**config.mk**
```make
export PLATFORM = sky130hd
export DESIGN_NAME = divider
export DESIGN_NICKNAME = d
export VERILOG_FILES = /design/src/rtl/divider.sv
export SDC_FILE = /design/constraint.sdc
export NUM_CORES = 1
export LEC_CHECK = 0
export CAP_MARGIN = 20
export CORE_MARGIN = 1
export CORE_UTILIZATION = 50
export DETAILED_ROUTE_END_ITERATION = 6
export GPL_ROUTABILITY_DRIVEN = 0
export PLACE_DENSITY_LB_ADDON = 0.3
export SLEW_MARGIN = 20
export SYNTH_ARGS = -nofsm -noshare
export SYNTH_HDL_FRONTEND = slang
export SYNTH_SLANG_ARGS = --single-unit
export TNS_END_PERCENT = 1
```
**constraint.sdc**
```tcl
create_clock -name clk_i -period 8.4 [get_ports clk_i]
set_input_delay 1.68 -clock clk_i [delete_from_list [all_inputs] [get_ports clk_i]]
set_output_delay 1.68 -clock clk_i [all_outputs]
set_load 0.01 [all_outputs]
```
**src/rtl/divider.sv**
```systemverilog
// Restoring radix-2 integer divider that produces one quotient bit per clock.
// It follows RISC-V M-extension result rules and uses a start/busy/done handshake.
module divider #(
    parameter int WIDTH = 64
) (
    input  logic             clk_i,
    input  logic             reset_ni,
    input  logic             start_i,
    input  logic             signed_i,
    input  logic [WIDTH-1:0] dividend_i,
    input  logic [WIDTH-1:0] divisor_i,
    output logic             busy_o,
    output logic             done_o,
    output logic [WIDTH-1:0] quotient_o,
    output logic [WIDTH-1:0] remainder_o,
    output logic             dbz_o,
    output logic [1:0]       state_o
);

    // Handshake: start_i is a request that is taken only in IDLE. The operands
    // are sampled on that edge. busy_o is high from the next cycle through the
    // done_o cycle. done_o pulses for exactly one cycle, and the results stay
    // valid from that cycle until the next operation completes.
    typedef enum logic [1:0] {IDLE = 2'd0, RUN = 2'd1, FIXUP = 2'd2, DONE = 2'd3} state_t;

    localparam int CW = $clog2(WIDTH + 1);
    localparam logic [WIDTH-1:0] MIN_NEG = {1'b1, {(WIDTH-1){1'b0}}};

    state_t           state, state_next;
    logic [CW-1:0]    cnt;
    logic [WIDTH-1:0] rem, quo, b_mag;
    logic             neg_q, neg_r;
    logic [WIDTH-1:0] quotient_q, remainder_q;
    logic             dbz_q;

    logic             accept;
    logic             a_neg, b_neg;
    logic [WIDTH-1:0] a_mag, b_mag_in;
    logic             div_zero, overflow;
    logic [WIDTH:0]   shifted, trial;
    logic             trial_ok;

    always_comb begin
        accept   = (state == IDLE) && start_i;
        a_neg    = signed_i & dividend_i[WIDTH-1];
        b_neg    = signed_i & divisor_i[WIDTH-1];
        a_mag    = a_neg ? -dividend_i : dividend_i;
        b_mag_in = b_neg ? -divisor_i : divisor_i;
        div_zero = (divisor_i == '0);
        overflow = signed_i && (dividend_i == MIN_NEG) && (divisor_i == '1);
        // The partial remainder is always below |b|, so WIDTH+1 bits hold the trial and its sign.
        shifted  = {rem, quo[WIDTH-1]};
        trial    = shifted - {1'b0, b_mag};
        trial_ok = ~trial[WIDTH];
    end

    // State register
    always_ff @(posedge clk_i or negedge reset_ni) begin
        if (!reset_ni) state <= IDLE;
        else           state <= state_next;
    end

    // Next-state logic
    always_comb begin
        state_next = state;
        case (state)
            IDLE:    if (accept) state_next = (div_zero || overflow) ? DONE : RUN;
            RUN:     if (cnt == CW'(1)) state_next = FIXUP;
            FIXUP:   state_next = DONE;
            DONE:    state_next = IDLE;
            default: state_next = IDLE;
        endcase
    end

    // Handshake outputs
    always_comb begin
        busy_o  = (state != IDLE);
        done_o  = (state == DONE);
        state_o = state;
    end

    always_ff @(posedge clk_i or negedge reset_ni) begin
        if (!reset_ni) begin
            cnt         <= '0;
            rem         <= '0;
            quo         <= '0;
            b_mag       <= '0;
            neg_q       <= 1'b0;
            neg_r       <= 1'b0;
            quotient_q  <= '0;
            remainder_q <= '0;
            dbz_q       <= 1'b0;
        end else begin
            case (state)
                IDLE: if (accept) begin
                    neg_q <= a_neg ^ b_neg;
                    neg_r <= a_neg;
                    b_mag <= b_mag_in;
                    quo   <= a_mag;
                    rem   <= '0;
                    cnt   <= CW'(WIDTH);
                    dbz_q <= div_zero;
                    if (div_zero) begin
                        quotient_q  <= '1;
                        remainder_q <= dividend_i;
                    end else if (overflow) begin
                        quotient_q  <= dividend_i;
                        remainder_q <= '0;
                    end
                end
                RUN: begin
                    rem <= trial_ok ? trial[WIDTH-1:0] : shifted[WIDTH-1:0];
                    quo <= {quo[WIDTH-2:0], trial_ok};
                    cnt <= cnt - CW'(1);
                end
                FIXUP: begin
                    quotient_q  <= neg_q ? -quo : quo;
                    remainder_q <= neg_r ? -rem : rem;
                end
                default: ;
            endcase
        end
    end

    assign quotient_o  = quotient_q;
    assign remainder_o = remainder_q;
    assign dbz_o       = dbz_q;

endmodule

```
==> results.cfg <==
[status]
status = finished, final reports clean

[finish]
multi_input_area_mm2 = 0.0141
nFillCells = 4155
ff_latch_area_mm2 = 0.00831
drive_gt1_share_pct = 4.98
area_growth_pct = 18.0
instances_no_fill = 3702
antenna_cells = 0
nets = 3278

[logic_synthesis]
syn_nets = 3133
syn_area_per_cell_um2 = 8.04
ys_ff_latch = 332
synthTopCellsByArea = dfrtp_1, a21oi_1, xnor2_1, o21ai_0, nor2_1
ys.flop_type = dfrtp_1
yosys.area.top_type = dfrtp_1
async_reset_ff_share_pct = 100
synth-edff-count = 0
yosys.cell_count.top_type = a21oi_1
yosysTopAreaCellShare_pct = 35.3
synthCells = 2925
seq_area_frac_synth_pct = 35.3
synth.cell_area_mm2 = 0.0235
yosys_warnings = 0
synth_cell_types = 78
synth_commonest_cells = a21oi_1, dfrtp_1, nor2_1

[floorplan]
die_h_um = 219
pin_count = 265
rows = 79
core-area_mm2 = 0.0465
die_area_mm2 = 0.0479
die_x_um = 219
initial_utilization_pct = 50.6

[placed_design]
dp_cells = 3636
dpl.hpwl_um = 61100
place_ws_ns = 2.21
io_buffers = 264

[power]
pwr-share-seq_pct = 29.5
p_leak_nw = 11.3
swShare_pct = 46.1
p_comb_share_pct = 53.7
internal_power_mw = 5.44
powerDensity_mw_per_mm2 = 364
pwr-share-clk_pct = 16.7
peakVddDrop_mv = 0.280
p_switching_mw = 4.65

[critical_path]
critPathSlowestCell = nor2_2
crit_required_ns = 8.88
cpMostUsedCell = or3_1
worstPathMaxFanout = 22
critical_path_class = primary input to flip-flop
slowest_delay_ns = 0.85
worst-path-buf-inv = 2
crit_chain = clkdlybuf4s50_1, or4_1, or3_1, nor2_1, nand3_1, nor3_2, nand4_1, or3_1, nor2_2, buf_4, a22oi_1, a21oi_1
worstPathArrival_ns = 6.16
end_kind = flip-flop
start_kind = primary input
cpLargestDelayFamily = simple AND/OR/NAND/NOR gates

[grt]
track_usage_pct = 33.5
antenna_found_initial = 1
grt_pass1_wl_um = 124000
overflow = 0
grt_pass1_vias = 21800
grt_max_degree = 186

[sta]
setup_ws_ns = 2.72
rsz0062_at_grt = false
finalHoldViolations = 0
finClkSkew_ns = 0.0148
whs_ns = 0.479
period_share_pct = 67.6
setup_viol_count_final = 0
drv_slew = 0
slew_headroom_pct = 27.9
max_freq_mhz = 176
finalSetupTns_ns = 0
fin_crit_ns = 5.68
tightest_slew_ns = 1.08

[detailed_routing]
remaining_drc_errors = 0
routed_wl_um = 81300
viasPerCell = 6.29
drt_iter0_markers = 2630
dr_total_vias = 23300
first_pass_iters = 6
antenna_left = 0
wire_per_inst_um = 22.0

[run]
cap_violations = 0

[clocking]
clkSinkCount = 332
cts-root-buf = clkbuf_16
clock_latency_ns = 0.56
cts_tree = built
clk_path_buf_depth = 3
cts_setup_buffers = 0
cts_resized = 0
clkSlewWorstSetupHoldPaths_ns = 0.06
holdBufCountCts = 0
cts_max_level = 2
cts_buffers = 38

[hold_path]
worstHoldPathType = flip-flop to flip-flop
final timing paths:
path / cells past startpoint / end / startpoint / slack (ns)
min in group asynchronous: 1 / quotient_o[52]$_DFFE_PN0P_ / reset_ni / 1.12
max reg2reg: 12 / rem[55]$_DFFE_PN0P_ / rem[12]$_DFFE_PN0P_ / 3.71
min reg2reg: 2 / b_mag[56]$_DFFE_PN0P_ / b_mag[56]$_DFFE_PN0P_ / 0.48
min: 2 / b_mag[56]$_DFFE_PN0P_ / b_mag[56]$_DFFE_PN0P_ / 0.48
max: 12 / remainder_o[51]$_DFFE_PN0P_ / divisor_i[26] / 2.72
max in group asynchronous: 3 / remainder_o[60]$_DFFE_PN0P_ / reset_ni / 5.38
power groups by stage:
stage	combinational (mW)	clock, mW	sequential, mW
2_1_floorplan	3.45	0	2.83
3_3_place_gp	5.11	0	2.97
3_5_place_dp	5.25	0	3.00
4_1_cts	5.28	1.70	2.98
5_1_grt	5.90	1.76	3.03
6_report	5.42	1.69	2.98
worst reg2reg max path, delay by kind of cell, from the launching register on:
| kind | cells | cell delay, ns |
|---|---|---|
| AOI/OAI and AO/OA | 6 | 1.90 |
| and+or+nand+nor | 3 | 0.79 |
| buffers and inverters | 1 | 0.72 |
| DFF | 1 | 0.48 |
| adders and majority gates | 1 | 0.45 |
| xor gates and xnor gates | 1 | 0.21 |
flip-flops by register name, indices dropped and copies added (netlist names):
name	cells
neg_q	1
cnt	7
quo	64
b_mag	64
rem	64
neg_r	1
dbz_o	1
remainder_o	64
quotient_o	64
state_o	2
per-layer routing:
| layer | track usage (%) | vias to the layer above | share of wire [%] |
|---|---|---|---|
| li1 | - | 10700 | - |
| met4 | 22.8 | 2 | 7.3 |
| met2 | 52.0 | 1362 | 44 |
| met3 | 5.56 | 286 | 9.4 |
| met1 | 42.9 | 10900 | 39 |
| met5 | 0 | - | 0.017 |
kinds of logic (layout without fill, tap and decap cells):
| logic type | Yosys count | in the layout | synth area share, % |
|---|---|---|---|
| xor gates and xnor gates | 310 | 310 | 11.5 |
| DFF | 332 | 332 | 35.3 |
| adders and majority gates | 76 | 76 | 4.08 |
| muxes | 26 | 26 | 1.23 |
| AOI/OAI and AO/OA | 996 | 996 | 25.2 |
| buffers and inverters | 301 | 471 | 5.18 |
| and+or+nand+nor | 884 | 884 | 17.4 |
cells in the final DEF, fill, tap and decap left out, types with 30 or more instances in the layout:
cell type | synthesis | layout
a21oi_1 | 359 | 358
dfrtp_1 | 332 | 331
nor2_1 | 302 | 300
o21ai_0 | 291 | 291
nand2_1 | 274 | 272
clkdlybuf4s50_1 | 0 | 263
xnor2_1 | 193 | 192
xor2_1 | 117 | 117
inv_1 | 113 | 113
a22oi_1 | 94 | 94
ha_1 | 75 | 74
o31ai_1 | 58 | 58
nor3_1 | 57 | 56
clkbuf_16 | 0 | 41
nand4_1 | 37 | 37
or3_1 | 35 | 35
or4_1 | 34 | 34
a21o_1 | 31 | 31
o22ai_1 | 30 | 30
stage by stage:
step | instance area [µm²] | power, mW | util [%]
detailed placement | 26500 | 8.25 | 56.9
finish | 27700 | 10.1 | 59.7
global placement | 26400 | 8.07 | 56.8
global route | 27700 | 10.7 | 59.7
floorplan | 23500 | 6.28 | -
CTS | 27700 | 9.96 | 59.7
layout make-up:
cell class,count,share of cell area (%)
clock buffer,57,4.28
clock inverter,8,0.253
inverter,114,1.54
multi-input combinational,2292,50.7
sequential,332,30.0
tap,607,2.74
timing repair buffer,292,10.6
(Power assumes the default switching activity.)
